`config.mk`:
```
export PLATFORM = sky130hd
export DESIGN_NAME = pwm_pulse_tx
export DESIGN_NICKNAME = d
export VERILOG_FILES = /design/src/rtl/pwm_pulse_tx.sv
export SDC_FILE = /design/constraint.sdc
export NUM_CORES = 1
export LEC_CHECK = 0
export CELL_PAD_IN_SITES_DETAIL_PLACEMENT = 1
export CELL_PAD_IN_SITES_GLOBAL_PLACEMENT = 1
export CORE_AREA = 10 10 95 97
export DETAILED_ROUTE_END_ITERATION = 16
export DIE_AREA = 0 0 105 107
export PLACE_DENSITY_LB_ADDON = 0.1
export SLEW_MARGIN = 20
export SYNTH_ARGS = -nofsm -noshare
export SYNTH_HDL_FRONTEND = slang
export SYNTH_SLANG_ARGS = --single-unit
```
`constraint.sdc`:
```
create_clock -name CLK -period 2.85 [get_ports CLK]
set_input_delay 0.7125 -clock CLK [delete_from_list [all_inputs] [get_ports CLK]]
set_output_delay 0.7125 -clock CLK [all_outputs]
set_load 0.005 [all_outputs]
```
`src/rtl/pwm_pulse_tx.sv`:
```
// RC-style PWM frame generator: one high pulse of the commanded width per fixed-length frame.
// A shadow width is latched on writes and applied only at frame start; a frame watchdog falls back to failsafe.
module pwm_pulse_tx #(
    parameter int PERIOD_US   = 20000,
    parameter int MIN_US      = 1000,
    parameter int MAX_US      = 2000,
    parameter int FAILSAFE_US = 1000,
    parameter int WD_FRAMES   = 50
) (
    input  logic        CLK,
    input  logic        RESET,
    input  logic        ENABLE,
    input  logic [11:0] WIDTH_IN,
    input  logic        WIDTH_VALID,
    output logic        PWM_OUT,
    output logic        FRAME_START,
    output logic        FAILSAFE,
    output logic [11:0] WIDTH_ACTIVE
);

    localparam logic [11:0] MIN_W       = 12'(MIN_US);
    localparam logic [11:0] MAX_W       = 12'(MAX_US);
    localparam logic [11:0] FAILSAFE_W  = 12'(FAILSAFE_US);
    localparam logic [15:0] PERIOD_LAST = 16'(PERIOD_US - 1);
    localparam logic [7:0]  WD_MAX      = 8'(WD_FRAMES);

    typedef enum logic [1:0] {
        ST_IDLE,
        ST_HIGH,
        ST_LOW
    } state_t;

    state_t      state_reg, state_next;
    logic        frame_start_next;
    logic [15:0] frame_cnt_reg;
    logic [11:0] high_cnt_reg;
    logic [11:0] shadow_reg;
    logic [11:0] width_active_reg;
    logic [11:0] width_clamped;
    logic [7:0]  wd_cnt_reg;
    logic        failsafe_reg;
    logic        pwm_reg;
    logic        frame_start_reg;

    always_comb begin
        width_clamped = WIDTH_IN;
        if (WIDTH_IN < MIN_W)
            width_clamped = MIN_W;
        else if (WIDTH_IN > MAX_W)
            width_clamped = MAX_W;
    end

    always_comb begin
        state_next       = state_reg;
        frame_start_next = 1'b0;
        case (state_reg)
            ST_IDLE: begin
                if (ENABLE) begin
                    frame_start_next = 1'b1;
                    state_next       = ST_HIGH;
                end
            end
            ST_HIGH: begin
                // width_active_reg is never below 1, so this always terminates the pulse
                if (high_cnt_reg == width_active_reg - 12'd1)
                    state_next = ST_LOW;
            end
            ST_LOW: begin
                if (frame_cnt_reg == PERIOD_LAST) begin
                    if (ENABLE) begin
                        frame_start_next = 1'b1;
                        state_next       = ST_HIGH;
                    end else begin
                        state_next = ST_IDLE;
                    end
                end
            end
            default: state_next = ST_IDLE;
        endcase
    end

    always_ff @(posedge CLK) begin
        if (RESET) begin
            state_reg        <= ST_IDLE;
            pwm_reg          <= 1'b0;
            frame_start_reg  <= 1'b0;
            failsafe_reg     <= 1'b1;
            shadow_reg       <= FAILSAFE_W;
            width_active_reg <= FAILSAFE_W;
            wd_cnt_reg       <= WD_MAX;
            frame_cnt_reg    <= 16'd0;
            high_cnt_reg     <= 12'd0;
        end else begin
            state_reg       <= state_next;
            pwm_reg         <= (state_next == ST_HIGH);
            frame_start_reg <= frame_start_next;

            if (frame_start_next) begin
                frame_cnt_reg <= 16'd0;
                high_cnt_reg  <= 12'd0;
                // shadow_reg here is still the pre-write value if a write lands this cycle
                if (wd_cnt_reg == WD_MAX) begin
                    width_active_reg <= FAILSAFE_W;
                    failsafe_reg     <= 1'b1;
                end else begin
                    width_active_reg <= shadow_reg;
                    failsafe_reg     <= 1'b0;
                end
            end else if (state_reg != ST_IDLE) begin
                frame_cnt_reg <= frame_cnt_reg + 16'd1;
                high_cnt_reg  <= high_cnt_reg + 12'd1;
            end

            if (WIDTH_VALID) begin
                shadow_reg <= width_clamped;
                wd_cnt_reg <= 8'd0;
            end else if (frame_start_next && wd_cnt_reg != WD_MAX) begin
                wd_cnt_reg <= wd_cnt_reg + 8'd1;
            end
        end
    end

    assign PWM_OUT      = pwm_reg;
    assign FRAME_START  = frame_start_reg;
    assign FAILSAFE     = failsafe_reg;
    assign WIDTH_ACTIVE = width_active_reg;

endmodule
```
==> insert_results.sql, run 1 <==
INSERT INTO impl_metrics (metric_group, metric, value, unit) VALUES
('critical_path', 'worst_path_dominant_cell_family', 'simple AND/OR/NAND/NOR gates', ''),
('pwr', 'power.leakage', '1.239', 'nW'),
('sta', 'finalCritPeriodShare', '92.04', '%'),
('critical_path', 'max_stage_delay', '0.52', 'ns'),
('sta', 'finalSetupViolCount', '0', ''),
('synthesis', 'netlist-cell-type-count', '51', ''),
('global_routing', 'grt_pass1_vias', '2565', ''),
('placement', 'post_place_instance_area', '3423', 'um2'),
('pwr', 'internal-power', '0.001427', 'W'),
('floorplanning', 'initial_core_util', '42.50', '%'),
('placement', 'detailedPlacementHpwl', '5516', 'um'),
('floorplanning', 'pin_count', '31', ''),
('critical_path', 'cp-start-kind', 'flop', ''),
('clock_network', 'cts_buffers', '9', ''),
('synthesis', 'synth_warn', '0', ''),
('global_routing', 'grt_max_degree', '36', ''),
('sta', 'layout_min_cycle_time', '2.623', 'ns'),
('clock_network', 'worst_skew_pair.late_latency', '0.33', 'ns'),
('finish', 'layout-area-overhead-vs-synth', '19.10', '%'),
('synthesis', 'post-synth-top-count-cell', 'sky130_fd_sc_hd__dfxtp_1', ''),
('sta', 'fin_tns_setup', '0', 'ns'),
('sta', 'achievable-frequency', '381.2', 'MHz'),
('outcome', 'status', 'complete, no violations', ''),
('pwr', 'power_per_cell_area', '513.2', 'nW/um2'),
('routing', 'drtIter0Drc', '60', ''),
('synthesis', 'synth_enable_flop_cells', '0', ''),
('synthesis', 'post-synth-top-area-cell', 'sky130_fd_sc_hd__dfxtp_1', ''),
('finish', 'postLayoutCellArea', '3612', 'um2'),
('synthesis', 'synth.top_cells.by_count', 'sky130_fd_sc_hd__dfxtp_1, sky130_fd_sc_hd__nor2_1, sky130_fd_sc_hd__nand2_1', ''),
('finish', 'largest_register_ffs', '16', ''),
('pwr', 'comb_power_share', '8.0', '%'),
('synthesis', 'ys_seq_area_share', '42.90', '%'),
('synthesis', 'syn_area_per_cell', '8.868', 'um2'),
('finish', 'area.sequential', '1301', 'um2'),
('pwr', 'net-switching-power', '0.0004268', 'W'),
('clock_network', 'ctsHtreeMaxLevel', '3', ''),
('synthesis', 'synth.ff_latch_count', '65', ''),
('sta', 'setup_ws', '0.2269', 'ns'),
('routing', 'antenna_left', '0', ''),
('clock_network', 'cts_num_sinks', '65', ''),
('clock_network', 'cts_root_buffer', 'sky130_fd_sc_hd__clkbuf_8', ''),
('clock_network', 'holdBufCountCts', '0', ''),
('floorplanning', 'die_width', '105', 'um'),
('floorplanning', 'core_area', '7137', 'um2'),
('sta', 'slew_viol_final', '0', ''),
('critical_path', 'crit_slowest_cell', 'sky130_fd_sc_hd__or3b_2', ''),
('synthesis', 'synth_top_cell_area_share', '42.90', '%'),
('routing', 'avgViaCountPerCell', '5.250', ''),
('floorplanning', 'die_area', '11240', 'um2'),
('synthesis', 'mappedNetlistNets', '363', ''),
('floorplanning', 'row_count', '31', ''),
('min_path', 'hold_path.class', 'reg2reg', ''),
('placement', 'finalWeightedCongestion', '0.7910', ''),
('routing', 'vias', '2499', ''),
('routing', 'detail_route.wirelength', '7386', 'um'),
('finish', 'final.fill_count', '876', ''),
('critical_path', 'worst-path-max-fanout', '7', ''),
('critical_path', 'cp.depth', '8', ''),
('sta', 'timing.clock.skew', '0.005055', 'ns'),
('global_routing', 'antenna_violations_before_repair', '0', ''),
('placement', 'pre_cts_worst_setup_slack', '0.2388', 'ns'),
('pwr', 'fin_total_pwr', '0.001854', 'W'),
('finish', 'antenna_cells', '0', ''),
('critical_path', 'cp_data_arrival_time', '2.86', 'ns'),
('synthesis', 'synth_area_leaders', 'sky130_fd_sc_hd__dfxtp_1, sky130_fd_sc_hd__nor2_1, sky130_fd_sc_hd__xnor2_1', ''),
('placement', 'io_buffers', '30', ''),
('pwr', 'power.share.sequential', '51.3', '%'),
('routing', 'post_drt_wl_per_cell', '15.52', 'um'),
('global_routing', 'grtUsageTotal', '13.54', '%'),
('floorplanning', 'die_y', '107', 'um'),
('run', 'drv_cap', '0', '');
## layout by cell type (no fill, tap or decap), types with 5 or more instances in the layout
master                            count
sky130_fd_sc_hd__dfxtp_1             65
sky130_fd_sc_hd__xor2_1              22
sky130_fd_sc_hd__ha_1                 5
sky130_fd_sc_hd__nor2_1              56
sky130_fd_sc_hd__a22o_1               8
sky130_fd_sc_hd__clkdlybuf4s50_1     30
sky130_fd_sc_hd__nor3_1               9
sky130_fd_sc_hd__inv_1                7
sky130_fd_sc_hd__clkbuf_8            10
sky130_fd_sc_hd__nand3_1             13
sky130_fd_sc_hd__xnor2_1             22
sky130_fd_sc_hd__nand2_1             26
sky130_fd_sc_hd__a21oi_1              6
sky130_fd_sc_hd__nor2b_1              5
sky130_fd_sc_hd__nand4_1              8
sky130_fd_sc_hd__o22a_1              10
## power groups by stage
stage / combinational [W] / clock, W / sequential [W]
after global placement: 0.000145 / 0 / 0.000971
after CTS: 0.000150 / 0.000781 / 0.000951
final: 0.000148 / 0.000754 / 0.000952
after floorplan: 0.0000897 / 0 / 0.000964
after global routing: 0.000166 / 0.000825 / 0.000954
after detailed placement: 0.000150 / 0 / 0.000972
## cell type report
| class | count | share of cell area, % |
|---|---|---|
| clock buffer | 13 | 4.122 |
| clock inverter | 3 | 1.108 |
| inverter | 7 | 0.7274 |
| multi-input combinational | 255 | 45.45 |
| sequential | 65 | 36.02 |
| tap | 99 | 3.429 |
| timing repair buffer | 34 | 9.144 |
## worst reg2reg max path: stages, from the launching register on
cell and delay, ns:
sky130_fd_sc_hd__dfxtp_1 0.38, sky130_fd_sc_hd__inv_1 0.08, sky130_fd_sc_hd__ha_1 0.22, sky130_fd_sc_hd__or3b_2 0.52
sky130_fd_sc_hd__nor3_1 0.41, sky130_fd_sc_hd__mux2i_1 0.24, sky130_fd_sc_hd__o31ai_1 0.09, sky130_fd_sc_hd__a211o_1 0.32
sky130_fd_sc_hd__o41ai_2 0.27
## routing by layer
layer,track usage [%],vias up,share of wire [%]
li1,-,1262,-
met2,22.27,35,47
met5,0,-,0
met3,3.713,9,4.1
met1,16.74,1193,47
met4,4.608,0,1.2
## cells by family (layout without fill, tap and decap cells)
family                     Yosys count  after routing  share of synthesized area [%]
adders and majority gates            5              5                          2.063
AOI/OAI and AO/OA                   55             55                          14.52
xor gates and xnor gates            44             44                          12.71
muxes                                2              2                         0.6601
and+or+nand+nor                    149            149                          24.17
buffers and inverters               22             57                          2.970
DFF                                 65             65                          42.90
## per-stage QoR
| step | cells | util [%] | hold slack, ns |
|---|---|---|---|
| final | 476 | 50.61 | 0.4705 |
| after global routing | 476 | 50.61 | 0.5206 |
| after CTS | 476 | 50.61 | 0.4737 |
| after detailed placement | 460 | 47.97 | 0.4572 |
| after global placement | 460 | 47.97 | 0.4464 |
| after floorplan | 342 | - | 0.4254 |
## final timing paths
path | startpoint | to | slack [ns]
setup / recovery | WIDTH_ACTIVE[0] | state_reg[1] | 0.23
hold / removal | shadow_reg[4] | shadow_reg[4] | 0.47
setup reg to reg | WIDTH_ACTIVE[0] | state_reg[1] | 0.23
hold reg to reg | shadow_reg[4] | shadow_reg[4] | 0.47
Note: power is estimated with default switching activity, not from simulation.
==> run 2: changes to the inputs <==
- PLACE_DENSITY: not set -> 0.89
- PLACE_DENSITY_LB_ADDON: 0.1 -> not set
==> insert_results.sql, run 2 (synthesis gave the netlist of run 1 again) <==
INSERT INTO impl_metrics (metric_group, metric, value, unit) VALUES
('routing', 'drtIter0Drc', '71', ''),
('floorplanning', 'core_area', '7137', 'um2'),
('finish', 'multiInputGateArea', '1647', 'um2'),
('routing', 'post_drt_wl_per_cell', '16.34', 'um'),
('critical_path', 'crit_required', '3.10', 'ns'),
('pwr', 'ir_worst_vdd', '0.3483', 'mV'),
('finish', 'layout.cells.most_common', 'sky130_fd_sc_hd__dfxtp_1', ''),
('routing', 'detail_route.first_pass.iterations', '4', ''),
('pwr', 'clockPowerShare', '41.4', '%'),
('clock_network', 'cts_buffer_depth', '2', ''),
('finish', 'nets', '393', ''),
('clock_network', 'cts_root_buffer', 'sky130_fd_sc_hd__clkbuf_8', ''),
('clock_network', 'worst_skew_pair.late_latency', '0.35', 'ns'),
('placement', 'finalWeightedCongestion', '0.8227', ''),
('pwr', 'power.switching_fraction', '25.35', '%'),
('routing', 'drc_errors', '0', ''),
('global_routing', 'grt_pass1_wl', '13290', 'um'),
('critical_path', 'critical_path.endpoint_type', 'flop', ''),
('finish', 'commonest_cells_after_routing_fill_and_taps_aside', 'sky130_fd_sc_hd__dfxtp_1, sky130_fd_sc_hd__nor2_1, sky130_fd_sc_hd__clkdlybuf4s50_1', ''),
('critical_path', 'cp_data_arrival_time', '2.76', 'ns'),
('floorplanning', 'die_y', '107', 'um'),
('finish', 'final.fill_count', '853', ''),
('outcome', 'status', 'complete, no violations', ''),
('finish', 'area.sequential', '1301', 'um2'),
('pwr', 'net-switching-power', '0.0004758', 'W'),
('placement', 'io_buffers', '30', ''),
('clock_network', 'cts_num_sinks', '65', ''),
('finish', 'layout-area-overhead-vs-synth', '19.47', '%'),
('sta', 'fin_tns_setup', '0', 'ns'),
('clock_network', 'holdBufCountCts', '0', ''),
('sta', 'finalCritPeriodShare', '87.92', '%'),
('critical_path', 'worst-path-max-fanout', '7', ''),
('routing', 'detail_route.wirelength', '7776', 'um'),
('pwr', 'power.share.sequential', '50.7', '%'),
('sta', 'rsz0062_at_grt', 'no', ''),
('global_routing', 'grt_pass1_vias', '2775', ''),
('sta', 'achievable-frequency', '399.1', 'MHz'),
('global_routing', 'grt_remaining_overflow', '0', ''),
('finish', 'largest_register_ffs', '16', ''),
('floorplanning', 'die_area', '11240', 'um2'),
('min_path', 'hold_path.class', 'reg2reg', ''),
('critical_path', 'cp-start-kind', 'flop', ''),
('floorplanning', 'die_width', '105', 'um'),
('sta', 'timing.hold.ws', '0.4715', 'ns'),
('floorplanning', 'initial_core_util', '42.50', '%'),
('sta', 'layout_min_cycle_time', '2.506', 'ns'),
('sta', 'worstMarginPinSlew', '0.6909', 'ns'),
('critical_path', 'criticalPathCategory', 'reg2reg', ''),
('pwr', 'comb_power_share', '7.9', '%'),
('global_routing', 'grt_max_degree', '36', ''),
('floorplanning', 'row_count', '31', ''),
('sta', 'timing.clock.skew', '0.009117', 'ns'),
('finish', 'postLayoutCellArea', '3623', 'um2'),
('floorplanning', 'pin_count', '31', ''),
('placement', 'detailedPlacementHpwl', '5810', 'um'),
('finish', 'fraction_of_layout_cells_with_a_size_suffix_above_1', '7.692', '%'),
('clock_network', 'cts_tree', 'yes', ''),
('pwr', 'power.leakage', '1.235', 'nW'),
('sta', 'slew_viol_final', '0', ''),
('finish', 'antenna_cells', '0', ''),
('global_routing', 'grtUsageTotal', '14.36', '%'),
('clock_network', 'cts_buffers', '9', ''),
('clock_network', 'ctsHtreeMaxLevel', '3', ''),
('run', 'drv_cap', '0', ''),
('sta', 'hold_viol', '0', ''),
('global_routing', 'antenna_violations_before_repair', '0', ''),
('pwr', 'internal-power', '0.001401', 'W'),
('pwr', 'power_per_cell_area', '518.0', 'nW/um2'),
('sta', 'relSlewSlack', '53.94', '%'),
('sta', 'finalSetupViolCount', '0', ''),
('clock_network', 'clk_transition_reported_paths', '0.08', 'ns'),
('routing', 'avgViaCountPerCell', '5.408', ''),
('routing', 'vias', '2574', ''),
('routing', 'antenna_left', '0', ''),
('placement', 'post_place_instance_area', '3423', 'um2');
run 2: cell count changes in the layout (fill, tap and decap cells not counted), sizes merged:
cell,delta
clkbuf,-4
clkinvlp,+3
clkinv,+1
run 2: final timing paths:
| path | start | end | slack [ns] | cells after the start |
|---|---|---|---|---|
| min reg2reg | shadow_reg[4] | shadow_reg[4] | 0.47 | 2 |
| max | WIDTH_ACTIVE[0] | state_reg[1] | 0.34 | 8 |
| min | shadow_reg[4] | shadow_reg[4] | 0.47 | 2 |
| max reg2reg | WIDTH_ACTIVE[0] | state_reg[1] | 0.34 | 8 |
run 2: metal layers:
metal | track usage, % | vias up | part of all wire (%)
met3 | 4.671 | 14 | 4.4
li1 | - | 1256 | -
met4 | 4.902 | 0 | 1.3
met1 | 15.34 | 1259 | 42
met5 | 0 | - | 0
met2 | 26.12 | 45 | 52
run 2: power groups by stage:
stage	Sequential [W]	Combinational (W)	Clock, W
3_3_place_gp	0.000971	0.000143	0
4_1_cts	0.000952	0.000150	0.000802
5_1_grt	0.000955	0.000166	0.000835
2_1_floorplan	0.000964	0.0000897	0
6_report	0.000952	0.000148	0.000777
3_5_place_dp	0.000973	0.000148	0
run 2: critical path: stages (launching register included):
cell and delay (ns):
sky130_fd_sc_hd__dfxtp_1 0.39, sky130_fd_sc_hd__inv_1 0.10, sky130_fd_sc_hd__ha_1 0.21, sky130_fd_sc_hd__or3b_2 0.52, sky130_fd_sc_hd__nor3_2 0.26, sky130_fd_sc_hd__mux2i_1 0.23, sky130_fd_sc_hd__o31ai_1 0.10, sky130_fd_sc_hd__a211o_1 0.32
sky130_fd_sc_hd__o41ai_2 0.28
run 2: layout make-up:
| cell class | count | area share, % |
|---|---|---|
| multi-input combinational | 255 | 45.44 |
| sequential | 65 | 35.91 |
| timing repair buffer | 34 | 9.116 |
| clock buffer | 9 | 3.419 |
| tap | 99 | 3.419 |
| clock inverter | 7 | 1.968 |
| inverter | 7 | 0.7251 |
run 2: metrics by stage:
| stage | utilization, % | instances | total power [W] | setup WS, ns |
|---|---|---|---|---|
| detailed placement | 47.97 | 460 | 0.001122 | 0.1843 |
| floorplan | - | 342 | 0.001054 | 0.5018 |
| finish | 50.77 | 476 | 0.001877 | 0.3442 |
| CTS | 50.70 | 476 | 0.001904 | 0.2013 |
| global placement | 47.97 | 460 | 0.001114 | 0.3724 |
| global route | 50.77 | 476 | 0.001956 | 0.08371 |
run 2: repair_timing:
action | CTS | global route
resized for setup | 0 | 1
buffers inserted | 0 | 0
setup endpoints to repair | 0 | 1
